`config.mk`:
```
export PLATFORM = sky130hd
export DESIGN_NAME = rotozoom_param_sequencer_flat
export DESIGN_NICKNAME = d
export VERILOG_FILES = /design/src/rtl/rotozoom_param_if.sv /design/src/rtl/rotozoom_param_sequencer.sv /design/src/flat_wrapper.sv
export SDC_FILE = /design/constraint.sdc
export NUM_CORES = 1
export LEC_CHECK = 0
export BUFFER_PORTS_ARGS = -buffer_cell sky130_fd_sc_hd__buf_4
export CORE_ASPECT_RATIO = 1.25
export CORE_MARGIN = 5
export CORE_UTILIZATION = 25
export CTS_BUF_LIST = sky130_fd_sc_hd__clkbuf_2
export CTS_CLUSTER_SIZE = 28
export DETAILED_ROUTE_END_ITERATION = 16
export PLACE_DENSITY = 0.43
export SYNTH_ARGS = -nofsm -noshare
export SYNTH_HDL_FRONTEND = slang
export SYNTH_SLANG_ARGS = --single-unit
```
`constraint.sdc`:
```
create_clock -name clk -period 8.2 [get_ports clk]
set_clock_uncertainty 0.2 [all_clocks]
set_input_delay 0.41 -clock clk [delete_from_list [all_inputs] [get_ports clk]]
set_output_delay 0.41 -clock clk [all_outputs]
set_load 0.1 [all_outputs]
```
`src/rtl/rotozoom_param_if.sv`:
```
// Bundle between the frame timing / table side and the rotozoom parameter
// sequencer. The master drives frame timing and table outputs; the slave
// (the sequencer) drives table indices and the committed parameter set.
interface rotozoom_param_if;
  logic               frame_start;
  logic               run;
  logic signed [15:0] sin_val;
  logic signed [15:0] cos_val;
  logic signed [15:0] scale_val;
  logic [7:0]         trig_idx;
  logic [7:0]         scale_idx;
  logic [16:0]        u_stride;
  logic [16:0]        v_stride;
  logic [16:0]        u_start;
  logic [16:0]        v_start;
  logic               params_valid;
  logic               busy;
  logic               overrun;

  modport master (
    output frame_start, run, sin_val, cos_val, scale_val,
    input  trig_idx, scale_idx, u_stride, v_stride, u_start, v_start,
           params_valid, busy, overrun
  );

  modport slave (
    input  frame_start, run, sin_val, cos_val, scale_val,
    output trig_idx, scale_idx, u_stride, v_stride, u_start, v_start,
           params_valid, busy, overrun
  );
endinterface

```
`src/rtl/rotozoom_param_sequencer.sv`:
```
// Per-frame parameter controller for the rotozoomer. Owns the animation angle,
// drives the table indices, and time-multiplexes one signed 16x16 multiplier
// to build strides and line-start offsets, committing all four at once.
//
// state  | meaning
// IDLE   | waiting for frame_start
// LATCH  | capture table outputs, advance angle when running
// M_US   | multiply scale*cos
// M_VS   | multiply scale*sin, capture u stride
// M_UO   | multiply CENTRE_X*cos, capture v stride
// M_VO   | multiply CENTRE_Y*sin, capture u offset
// DRAIN  | capture v offset
// COMMIT | publish the parameter set, pulse params_valid
module rotozoom_param_sequencer #(
  parameter int CENTRE_X = 320,
  parameter int CENTRE_Y = 240,
  parameter int SHIFT    = 21
) (
  input logic              clk,
  input logic              rst,
  rotozoom_param_if.slave  bus
);

  typedef enum logic [2:0] {
    IDLE, LATCH, M_US, M_VS, M_UO, M_VO, DRAIN, COMMIT
  } state_t;

  // Centre constants are zero-extended into the signed 16-bit operand space.
  localparam logic signed [15:0] CX = 16'(CENTRE_X);
  localparam logic signed [15:0] CY = 16'(CENTRE_Y);

  state_t             state;
  logic [8:0]         angle;
  logic signed [15:0] sin_r, cos_r, scale_r;
  logic signed [15:0] mul_a, mul_b;
  logic signed [31:0] prod;
  logic [16:0]        prod_q;
  logic [16:0]        us_t, vs_t, uo_t, vo_t;
  logic [16:0]        u_stride, v_stride, u_start, v_start;
  logic               params_valid, busy, overrun;

  assign prod_q = 17'(prod >>> SHIFT);

  // Operand select for the shared multiplier, one product per cycle.
  always_comb begin
    mul_a = scale_r;
    mul_b = cos_r;
    case (state)
      M_VS: begin mul_a = scale_r; mul_b = sin_r; end
      M_UO: begin mul_a = CX;      mul_b = cos_r; end
      M_VO: begin mul_a = CY;      mul_b = sin_r; end
      default: ;
    endcase
  end

  // Sequencer FSM with registered outputs.
  always_ff @(posedge clk or posedge rst) begin
    if (rst) begin
      state        <= IDLE;
      angle        <= '0;
      sin_r        <= '0;
      cos_r        <= '0;
      scale_r      <= '0;
      prod         <= '0;
      us_t         <= '0;
      vs_t         <= '0;
      uo_t         <= '0;
      vo_t         <= '0;
      u_stride     <= '0;
      v_stride     <= '0;
      u_start      <= '0;
      v_start      <= '0;
      params_valid <= 1'b0;
      busy         <= 1'b0;
      overrun      <= 1'b0;
    end else begin
      params_valid <= 1'b0;
      // A frame_start while a sequence is in flight (COMMIT included) is dropped.
      if (bus.frame_start && state != IDLE) overrun <= 1'b1;
      case (state)
        IDLE: begin
          if (bus.frame_start) begin
            state <= LATCH;
            busy  <= 1'b1;
          end
        end
        LATCH: begin
          sin_r   <= bus.sin_val;
          cos_r   <= bus.cos_val;
          scale_r <= bus.scale_val;
          if (bus.run) angle <= angle + 9'd1;
          state <= M_US;
        end
        M_US: begin
          prod  <= mul_a * mul_b;
          state <= M_VS;
        end
        M_VS: begin
          prod  <= mul_a * mul_b;
          us_t  <= prod_q;
          state <= M_UO;
        end
        M_UO: begin
          prod  <= mul_a * mul_b;
          vs_t  <= prod_q;
          state <= M_VO;
        end
        M_VO: begin
          prod  <= mul_a * mul_b;
          uo_t  <= prod_q;
          state <= DRAIN;
        end
        DRAIN: begin
          vo_t  <= prod_q;
          state <= COMMIT;
        end
        COMMIT: begin
          u_stride     <= us_t;
          v_stride     <= vs_t;
          u_start      <= 17'(-uo_t);
          v_start      <= vo_t;
          params_valid <= 1'b1;
          busy         <= 1'b0;
          state        <= IDLE;
        end
        default: state <= IDLE;
      endcase
    end
  end

  assign bus.trig_idx     = angle[7:0];
  assign bus.scale_idx    = angle[8:1];
  assign bus.u_stride     = u_stride;
  assign bus.v_stride     = v_stride;
  assign bus.u_start      = u_start;
  assign bus.v_start      = v_start;
  assign bus.params_valid = params_valid;
  assign bus.busy         = busy;
  assign bus.overrun      = overrun;

endmodule

```
`src/flat_wrapper.sv`:
```
// flat-port wrapper written by rule: the top's interface ports become plain ports
module rotozoom_param_sequencer_flat 
#(
  parameter int CENTRE_X = 320,
  parameter int CENTRE_Y = 240,
  parameter int SHIFT    = 21
)
  (clk, rst, bus_frame_start, bus_run, bus_sin_val, bus_cos_val, bus_scale_val, bus_trig_idx, bus_scale_idx, bus_u_stride, bus_v_stride, bus_u_start, bus_v_start, bus_params_valid, bus_busy, bus_overrun);
  rotozoom_param_if bus_i ();
  input logic clk;
  input logic rst;
  input wire logic [$bits(bus_i.frame_start)-1:0] bus_frame_start;
  input wire logic [$bits(bus_i.run)-1:0] bus_run;
  input wire logic [$bits(bus_i.sin_val)-1:0] bus_sin_val;
  input wire logic [$bits(bus_i.cos_val)-1:0] bus_cos_val;
  input wire logic [$bits(bus_i.scale_val)-1:0] bus_scale_val;
  output wire logic [$bits(bus_i.trig_idx)-1:0] bus_trig_idx;
  output wire logic [$bits(bus_i.scale_idx)-1:0] bus_scale_idx;
  output wire logic [$bits(bus_i.u_stride)-1:0] bus_u_stride;
  output wire logic [$bits(bus_i.v_stride)-1:0] bus_v_stride;
  output wire logic [$bits(bus_i.u_start)-1:0] bus_u_start;
  output wire logic [$bits(bus_i.v_start)-1:0] bus_v_start;
  output wire logic [$bits(bus_i.params_valid)-1:0] bus_params_valid;
  output wire logic [$bits(bus_i.busy)-1:0] bus_busy;
  output wire logic [$bits(bus_i.overrun)-1:0] bus_overrun;
  assign bus_i.frame_start = bus_frame_start;
  assign bus_i.run = bus_run;
  assign bus_i.sin_val = bus_sin_val;
  assign bus_i.cos_val = bus_cos_val;
  assign bus_i.scale_val = bus_scale_val;
  assign bus_trig_idx = bus_i.trig_idx;
  assign bus_scale_idx = bus_i.scale_idx;
  assign bus_u_stride = bus_i.u_stride;
  assign bus_v_stride = bus_i.v_stride;
  assign bus_u_start = bus_i.u_start;
  assign bus_v_start = bus_i.v_start;
  assign bus_params_valid = bus_i.params_valid;
  assign bus_busy = bus_i.busy;
  assign bus_overrun = bus_i.overrun;
  rotozoom_param_sequencer #(.CENTRE_X(CENTRE_X), .CENTRE_Y(CENTRE_Y), .SHIFT(SHIFT)) u_core (.clk(clk), .rst(rst), .bus(bus_i));
endmodule
```
==> results by group, run 1 <==
Run status
  – Status: complete, no violations

Synthesis
  – Complex-gate fraction of the synthesized area: 4.281%
  – Cells after synthesis: 1695
  – Post-synth top area cell: fa_1
  – Yosys reg bits: 168
  – Synthesized Nets: 2093
  – Post-Synth XOR/XNOR Area: 1.753%
  – Mapped Area: 16480 um2
  – Main combinational cell family by area after synthesis: adder cells
  – Area contributors post-synth: fa_1 (32%), dfrtp_1 (26%), inv_1 (7.1%)
  – Ys Warns: 0
  – Adder-cell share of the synthesized area: 38.15%
  – Most used DFF post-synth: dfrtp_1
  – Register area share after synthesis: 25.50%
  – Mux cell area share after synthesis: 7.287%
  – Synth cell types: 54
  – Avg Inst Size Synth: 9.725 um2
  – Synth async-reset ratio: 100.0%
  – Post-synth EDFFs: 0
  – Simple-Gate Fraction of Synth Area: 13.37%
  – Synth top area share: 31.70%

CTS
  – Worst-path clk slew: 290 ps
  – Clk sink count: 168
  – Worst-Skew Late Latency: 1010 ps
  – H-Tree Depth: 4
  – CTS tree: built
  – Post-CTS sizing: 0
  – CTS root buf: clkbuf_2
  – Total CTS buffers: 17
  – Deepest clock path buffer count: 2

STA
  – Hold Slack: 301.2 ps
  – Minimum clock period: 7562 ps
  – Part of the cycle the worst path needs: 92.22%
  – Setup TNS: 0 ps
  – Least-Margin Pin Slew: 1090 ps
  – Pins Over Slew Limit: 0
  – Setup Viol. Count Final: 0
  – Slew HR: 27.31%
  – Max frequency: 0.1322 GHz
  – RSZ-0062 raised after global routing: false
  – Final hold violation count: 0

Die
  – Rows: 105
  – Core ar.: 65560 um2
  – Initial Util: 25.15%
  – Chip Height: 297.1 um
  – Io pins: 139
  – Die Area: 71210 um2
  – Die width: 239.7 um

Worst setup path
  – Crit path max fanout: 27
  – Setup crit end kind: flop
  – Worst R2R End: u_core.prod[30]
  – Worst Reg-to-Reg Cells: 24
  – Crit start category: flop
  – Arrival @ worst endpoint: 8200 ps
  – Internal reg-to-reg setup slack: 640 ps
  – Critical path class: flop to flop
  – Critical Path RT: 8830 ps
  – Worst r2r src: u_core.state[0]

Finish
  – FF/Latch Area: 4204 um2
  – Area of the multi-input gates: 10700 um2
  – Nets@finish: 2315
  – Area delta synth->final: 20.38%
  – Fillcell total: 6860
  – Layout cells sized above 1: 16.42%

Worst hold path
  – Min-delay src: u_core.us_t[5]
  – Hold Path Stages: 1
  – Hold crit path type: flop to flop
  – Worst hold endpoint: u_core.bus.u_stride[5]

Global route
  – Grt total ovfl: 0
  – Pin count of the biggest net entering global routing: 96
  – Initial antenna violation count: 1
  – Vias in the first global route: 13610
  – GRT Util Overall: 14.33%
  – First-pass GRT wire length: 77590 um

Detailed routing
  – DRT Pass-1 Iters: 5
  – Final wirelength: 48870 um
  – Routed len/inst: 17.54 um
  – Drt drc: 0
  – Post-route ant nets: 0
  – Initial DRC count: 485
  – Routed via count: 11990
  – Vias/cell: 4.304

Placement
  – Routability cong.: 0.8942
  – HPWL Detailed: 39680 um
  – Port bufs: 138

Job
  – Max_cap viols: 0
[flip-flops by register name, indices dropped and copies added, names as in the netlist]
signal                   count
u_core.angle                 9
u_core.scale_r              16
u_core.prod                 11
u_core.bus.busy              1
u_core.vs_t                 11
u_core.bus.overrun           1
u_core.bus.params_valid      1
u_core.uo_t                 11
u_core.cos_r                16
u_core.bus.u_stride         11
u_core.state                 3
u_core.vo_t                 11
u_core.bus.u_start          17
u_core.sin_r                16
u_core.bus.v_start          11
u_core.us_t                 11
u_core.bus.v_stride         11
[kinds of logic after synthesis]
| kind of cell | Yosys count |
|---|---|
| AND/OR/NAND/NOR | 540 |
| buffers and inverters | 398 |
| adder cells (fa/ha/maj) | 346 |
| flip-flops | 168 |
| multiplexers | 107 |
| AO/OA/AOI/OAI | 103 |
| XOR/XNOR | 33 |
[routing by layer]
metal / track usage, % / share of wire, % / wire (um)
met5: 0 / 0 / 0
met4: 5.300 / 3.5 / 1697
met3: 2.402 / 3.8 / 1839
met2: 26.35 / 54 / 26190
met1: 16.55 / 39 / 19150
[through the flow]
step	utilization [%]	worst slack [ps]	cell area, um2	cells
6_report	30.27	637.7	19840	2787
5_1_grt	30.27	90.38	19840	2787
4_1_cts	30.21	385.6	19810	2783
3_5_place_dp	28.27	359.3	18530	2649
3_3_place_gp	28.27	453.2	18530	2649
2_1_floorplan	-	284.3	16480	1695
[worst max path at each step]
stage                     slack, ps            start              end
after floorplan                 280  u_core.state[0]  u_core.prod[31]
after global placement          450  u_core.state[0]  u_core.prod[24]
after detailed placement        360  u_core.state[1]  u_core.prod[31]
after CTS                       390  u_core.state[1]  u_core.prod[30]
after global routing             90  u_core.state[0]  u_core.prod[31]
final                           640  u_core.state[0]  u_core.prod[30]
[cell usage after synthesis, types with 2 or more instances]
cell type  count
clkbuf_1      54
a211o_1        3
o21ai_0       18
nor3_1        17
nand3_1       13
a21oi_1       25
nand2_1      306
inv_1        314
and3_1         6
dfrtp_1      168
o21a_1         4
o211ai_2       2
o31ai_1        3
ha_1          85
o211ai_1       5
xor2_1         9
and2_1        14
mux2i_2        2
nor2b_1        2
o21ai_1        4
a21oi_2        2
or3_1          2
mux2_2        88
nor2_1       154
a21o_1        19
a211oi_1       4
and4_1         2
o21bai_1       2
buf_4         26
nand4_1        5
a2111oi_0      2
nand2b_1      13
mux2i_1       16
xnor2_1       24
buf_1          3
fa_1         261
[critical path, cell delays in order (launching register included)]
cell and delay (ps):
dfrtp_1 470, inv_1 90, ha_1 300, o21ai_2 280, buf_4 380, nand2_1 120, buf_4 180, nor2_1 290
fa_1 620, fa_1 560, fa_1 540, inv_1 60, fa_1 520, inv_1 50, fa_1 530, inv_1 50
fa_1 570, inv_1 50, ha_1 350, nand2_1 90, o41ai_1 570, a2bb2oi_1 180, o211ai_2 130, xnor2_1 150
o21ai_1 70
[area by class of cell]
type / instances / share of cell area (%)
timing repair buffer: 287 / 12.21
multi-input combinational: 1129 / 53.94
tap: 856 / 5.397
clock inverter: 14 / 0.8260
antenna: 1 / 0.01261
inverter: 314 / 5.977
sequential: 168 / 21.19
clock buffer: 18 / 0.4540
[cell usage in the layout, fill, tap and decap left out, types with 5 or more instances in the layout]
cell type,n
a21o_1,19
a21oi_1,25
and2_1,14
and3_1,6
buf_4,184
clkbuf_2,18
dfrtp_1,168
dlygate4sd3_1,102
fa_1,261
ha_1,85
inv_1,313
inv_8,5
mux2_2,88
mux2i_1,16
nand2_1,305
nand2b_1,12
nand3_1,13
nand4_1,5
nor2_1,154
nor3_1,17
o211ai_1,5
o21ai_0,18
xnor2_1,24
xor2_1,9
[repair_timing]
| action | 4_1_cts | 5_1_grt |
|---|---|---|
| hold buffers | 102 | 0 |
| setup endpoints to repair | 0 | 2 |
| buffers inserted | 0 | 3 |
| endpoints found under the hold margin | 161 | 0 |
Power of run 1 is not shown: default switching activity piles up to over one toggle a cycle in this logic, so the estimate is an artifact.
==> run 2, diff against run 1 <==
==> constraint.sdc (replaced) <==
create_clock -name clk -period 8.2 [get_ports clk]
set_clock_uncertainty 0.2 [all_clocks]
set_input_delay 1.23 -clock clk [delete_from_list [all_inputs] [get_ports clk]]
set_output_delay 1.23 -clock clk [all_outputs]
set_load 0.1 [all_outputs]
==> run 2 against run 1 <==
  * Non-clock buffer count decreased by 100
  * Worst setup slack got worse by 19 ps
  * Cell count decreased by 3.6%
  * Critical path depth decreased by 1
  * Critical endpoint is now u_core.prod[31]
  * Largest cell class unchanged
==> results by group, run 2 (synthesis gave the netlist of run 1 again) <==
Run status
  – Status: complete, no violations

Worst setup path
  – Critical Path RT: 8990 ps (+160 ps)
  – CP max-delay cell: fa_1
  – Critical path, cell by cell: inv_1 > ha_1 > o21ai_2 > buf_4 > and2_1 > nand2_1 > fa_1 > inv_1 > fa_1 > fa_1 > fa_1 > inv_1 > fa_1 > fa_1 > inv_1 > ha_1 > a21o_1 > a2111oi_0 > o41ai_1 > a2bb2oi_1 > o211ai_2 > or4_1 > nand4_1
  – Cell mode on critical path: fa_1
  – Crit path max fanout: 27 (unchanged)
  – Crit-path max cell delay: 590 ps (-30 ps)
  – WP buf/inv: 5 (-2)
  – CP top delay family: adder cells
  – Worst r2r src: u_core.state[0]
  – Setup crit end kind: flop
  – Crit start category: flop
  – Worst R2R End: u_core.prod[31]
  – Critical path class: flop to flop
  – Internal reg-to-reg setup slack: 620 ps (-20 ps)
  – Arrival @ worst endpoint: 8370 ps (+170 ps)
  – Worst Reg-to-Reg Cells: 23 (-4.2%)

Finish
  – Fillcell total: 6924 (+0.93%)
  – Commonest cells after routing, fill and taps aside: inv_1 (313), nand2_1 (305), fa_1 (261), buf_4 (184), dfrtp_1 (168)
  – Commonest non-fill, non-tap cell in the layout: inv_1
  – Layout cells sized above 1: 17.32% (+0.90 points)
  – FF/Latch Area: 4204 um2 (unchanged)
  – Max reg flops: 17 (unchanged)
  – Register bank with the most flops: u_core.bus.u_start
  – Area of the multi-input gates: 10700 um2 (unchanged)
  – Nets@finish: 2215 (-4.3%)
  – Area delta synth->final: 14.32%

Job
  – Max_cap viols: 0 (unchanged)

CTS
  – H-Tree Depth: 4 (unchanged)
  – Deepest clock path buffer count: 2 (unchanged)
  – Worst-path clk slew: 350 ps (+60 ps)
  – Total CTS buffers: 17 (unchanged)
  – Worst-Skew Late Latency: 1010 ps (about the same)
  – CTS root buf: clkbuf_2
  – CTS tree: built
  – Clk sink count: 168 (unchanged)

STA
  – Setup Viol. Count Final: 0 (unchanged)
  – Least-Margin Pin Slew: 1095 ps (+4.115 ps)
  – Final hold violation count: 0 (unchanged)
  – Minimum clock period: 7581 ps (+18.79 ps)
  – RSZ-0062 raised after global routing: false
  – Slew HR: 27.03% (-0.27 points)
  – Part of the cycle the worst path needs: 92.45% (+0.23 points)
  – Max frequency: 0.1319 GHz (-0.25%)
  – Setup TNS: 0 ps (unchanged)
  – Pins Over Slew Limit: 0 (unchanged)

Global route
  – First-pass GRT wire length: 76230 um (-1.8%)
  – Vias in the first global route: 13190 (-3.1%)
  – Grt total ovfl: 0 (unchanged)
  – GRT Util Overall: 14.11% (-0.22 points)
  – Pin count of the biggest net entering global routing: 96 (unchanged)
  – Initial antenna violation count: 1 (unchanged)

Detailed routing
  – Initial DRC count: 447 (-7.8%)
  – Final wirelength: 48220 um (-1.3%)
  – DRT Pass-1 Iters: 5 (unchanged)
  – Routed len/inst: 17.94 um (+2.3%)
  – Drt drc: 0 (unchanged)
  – Vias/cell: 4.316 (+0.29%)
  – Routed via count: 11600 (-3.3%)
  – Post-route ant nets: 0 (unchanged)

Die
  – Rows: 105 (unchanged)
  – Core ar.: 65560 um2 (unchanged)
  – Die width: 239.7 um (unchanged)
  – Initial Util: 25.15% (unchanged)
  – Io pins: 139 (unchanged)
  – Die Area: 71210 um2 (unchanged)
  – Chip Height: 297.1 um (unchanged)

Placement
  – Routability cong.: 0.8942 (unchanged)
  – HPWL Detailed: 39680 um (unchanged)
  – Port bufs: 138 (unchanged)

Worst hold path
  – Hold crit path type: input port to flop
  – Min-delay src: bus_cos_val[7]
  – Hold Path Stages: 3 (+2)
  – Worst hold endpoint: u_core.cos_r[7]
-- run 2: changes by cell type in the layout (fill, tap and decap cells not counted) --
cell and change:
dlygate4sd3_1 -100, diode_2 +1
-- run 2: per-stage QoR --
stage                     utilization (%)  hold slack, ps  cells  setup WS, ps  cell area (um2)
after floorplan                         -           245.0   1695         284.3            16480
after global placement              28.27           247.8   2649         453.2            18530
after detailed placement            28.27           262.4   2649         359.3            18530
after CTS                           28.69           36.18   2683         385.6            18810
after global routing                28.74           68.43   2687         90.38            18840
final                               28.75           238.9   2688         618.9            18850
-- run 2: worst max path at each step --
stage,from,end,slack (ps),depth (start not counted)
floorplan,u_core.state[0],u_core.prod[31],280,25
global placement,u_core.state[0],u_core.prod[24],450,23
detailed placement,u_core.state[1],u_core.prod[31],360,25
CTS,u_core.state[1],u_core.prod[30],390,24
global route,u_core.state[0],u_core.prod[31],90,23
finish,u_core.state[0],u_core.prod[31],620,23
-- run 2: layout make-up --
cell class                      count  area share, %
Tap cell                          856          5.683
Clock buffer                       18         0.4780
Inverter                          314          6.294
Multi-Input combinational cell   1129          56.80
Sequential cell                   168          22.31
Clock inverter                     14         0.8697
Timing Repair Buffer              187          7.542
Antenna cell                        2        0.02656
-- run 2: metal layers --
| layer | share of wire [%] | global-route usage, % | up-vias |
|---|---|---|---|
| met5 | 0 | 0 | - |
| met4 | 3.4 | 5.205 | 0 |
| met3 | 3.7 | 2.476 | 70 |
| met2 | 53 | 25.76 | 239 |
| met1 | 40 | 16.39 | 5900 |
| li1 | - | - | 5393 |
-- run 2: repair_timing --
action                                  4_1_cts  5_1_grt
resized for setup                             0        0
hold buffers                                  2        0
buffers inserted                              0        3
endpoints found under the setup margin        0        2
hold endpoints to repair                     20        0
-- run 2: worst reg2reg max path: cells and delay by family, from the launching register on --
kind | cells | cell delay [ps]
AND/OR/NAND/NOR | 4 | 1180
AO/OA/AOI/OAI | 6 | 1560
flip-flops | 1 | 470
adder cells (fa/ha/maj) | 8 | 3540
buffers and inverters | 5 | 660
Power of run 2 is left out for the same reason.
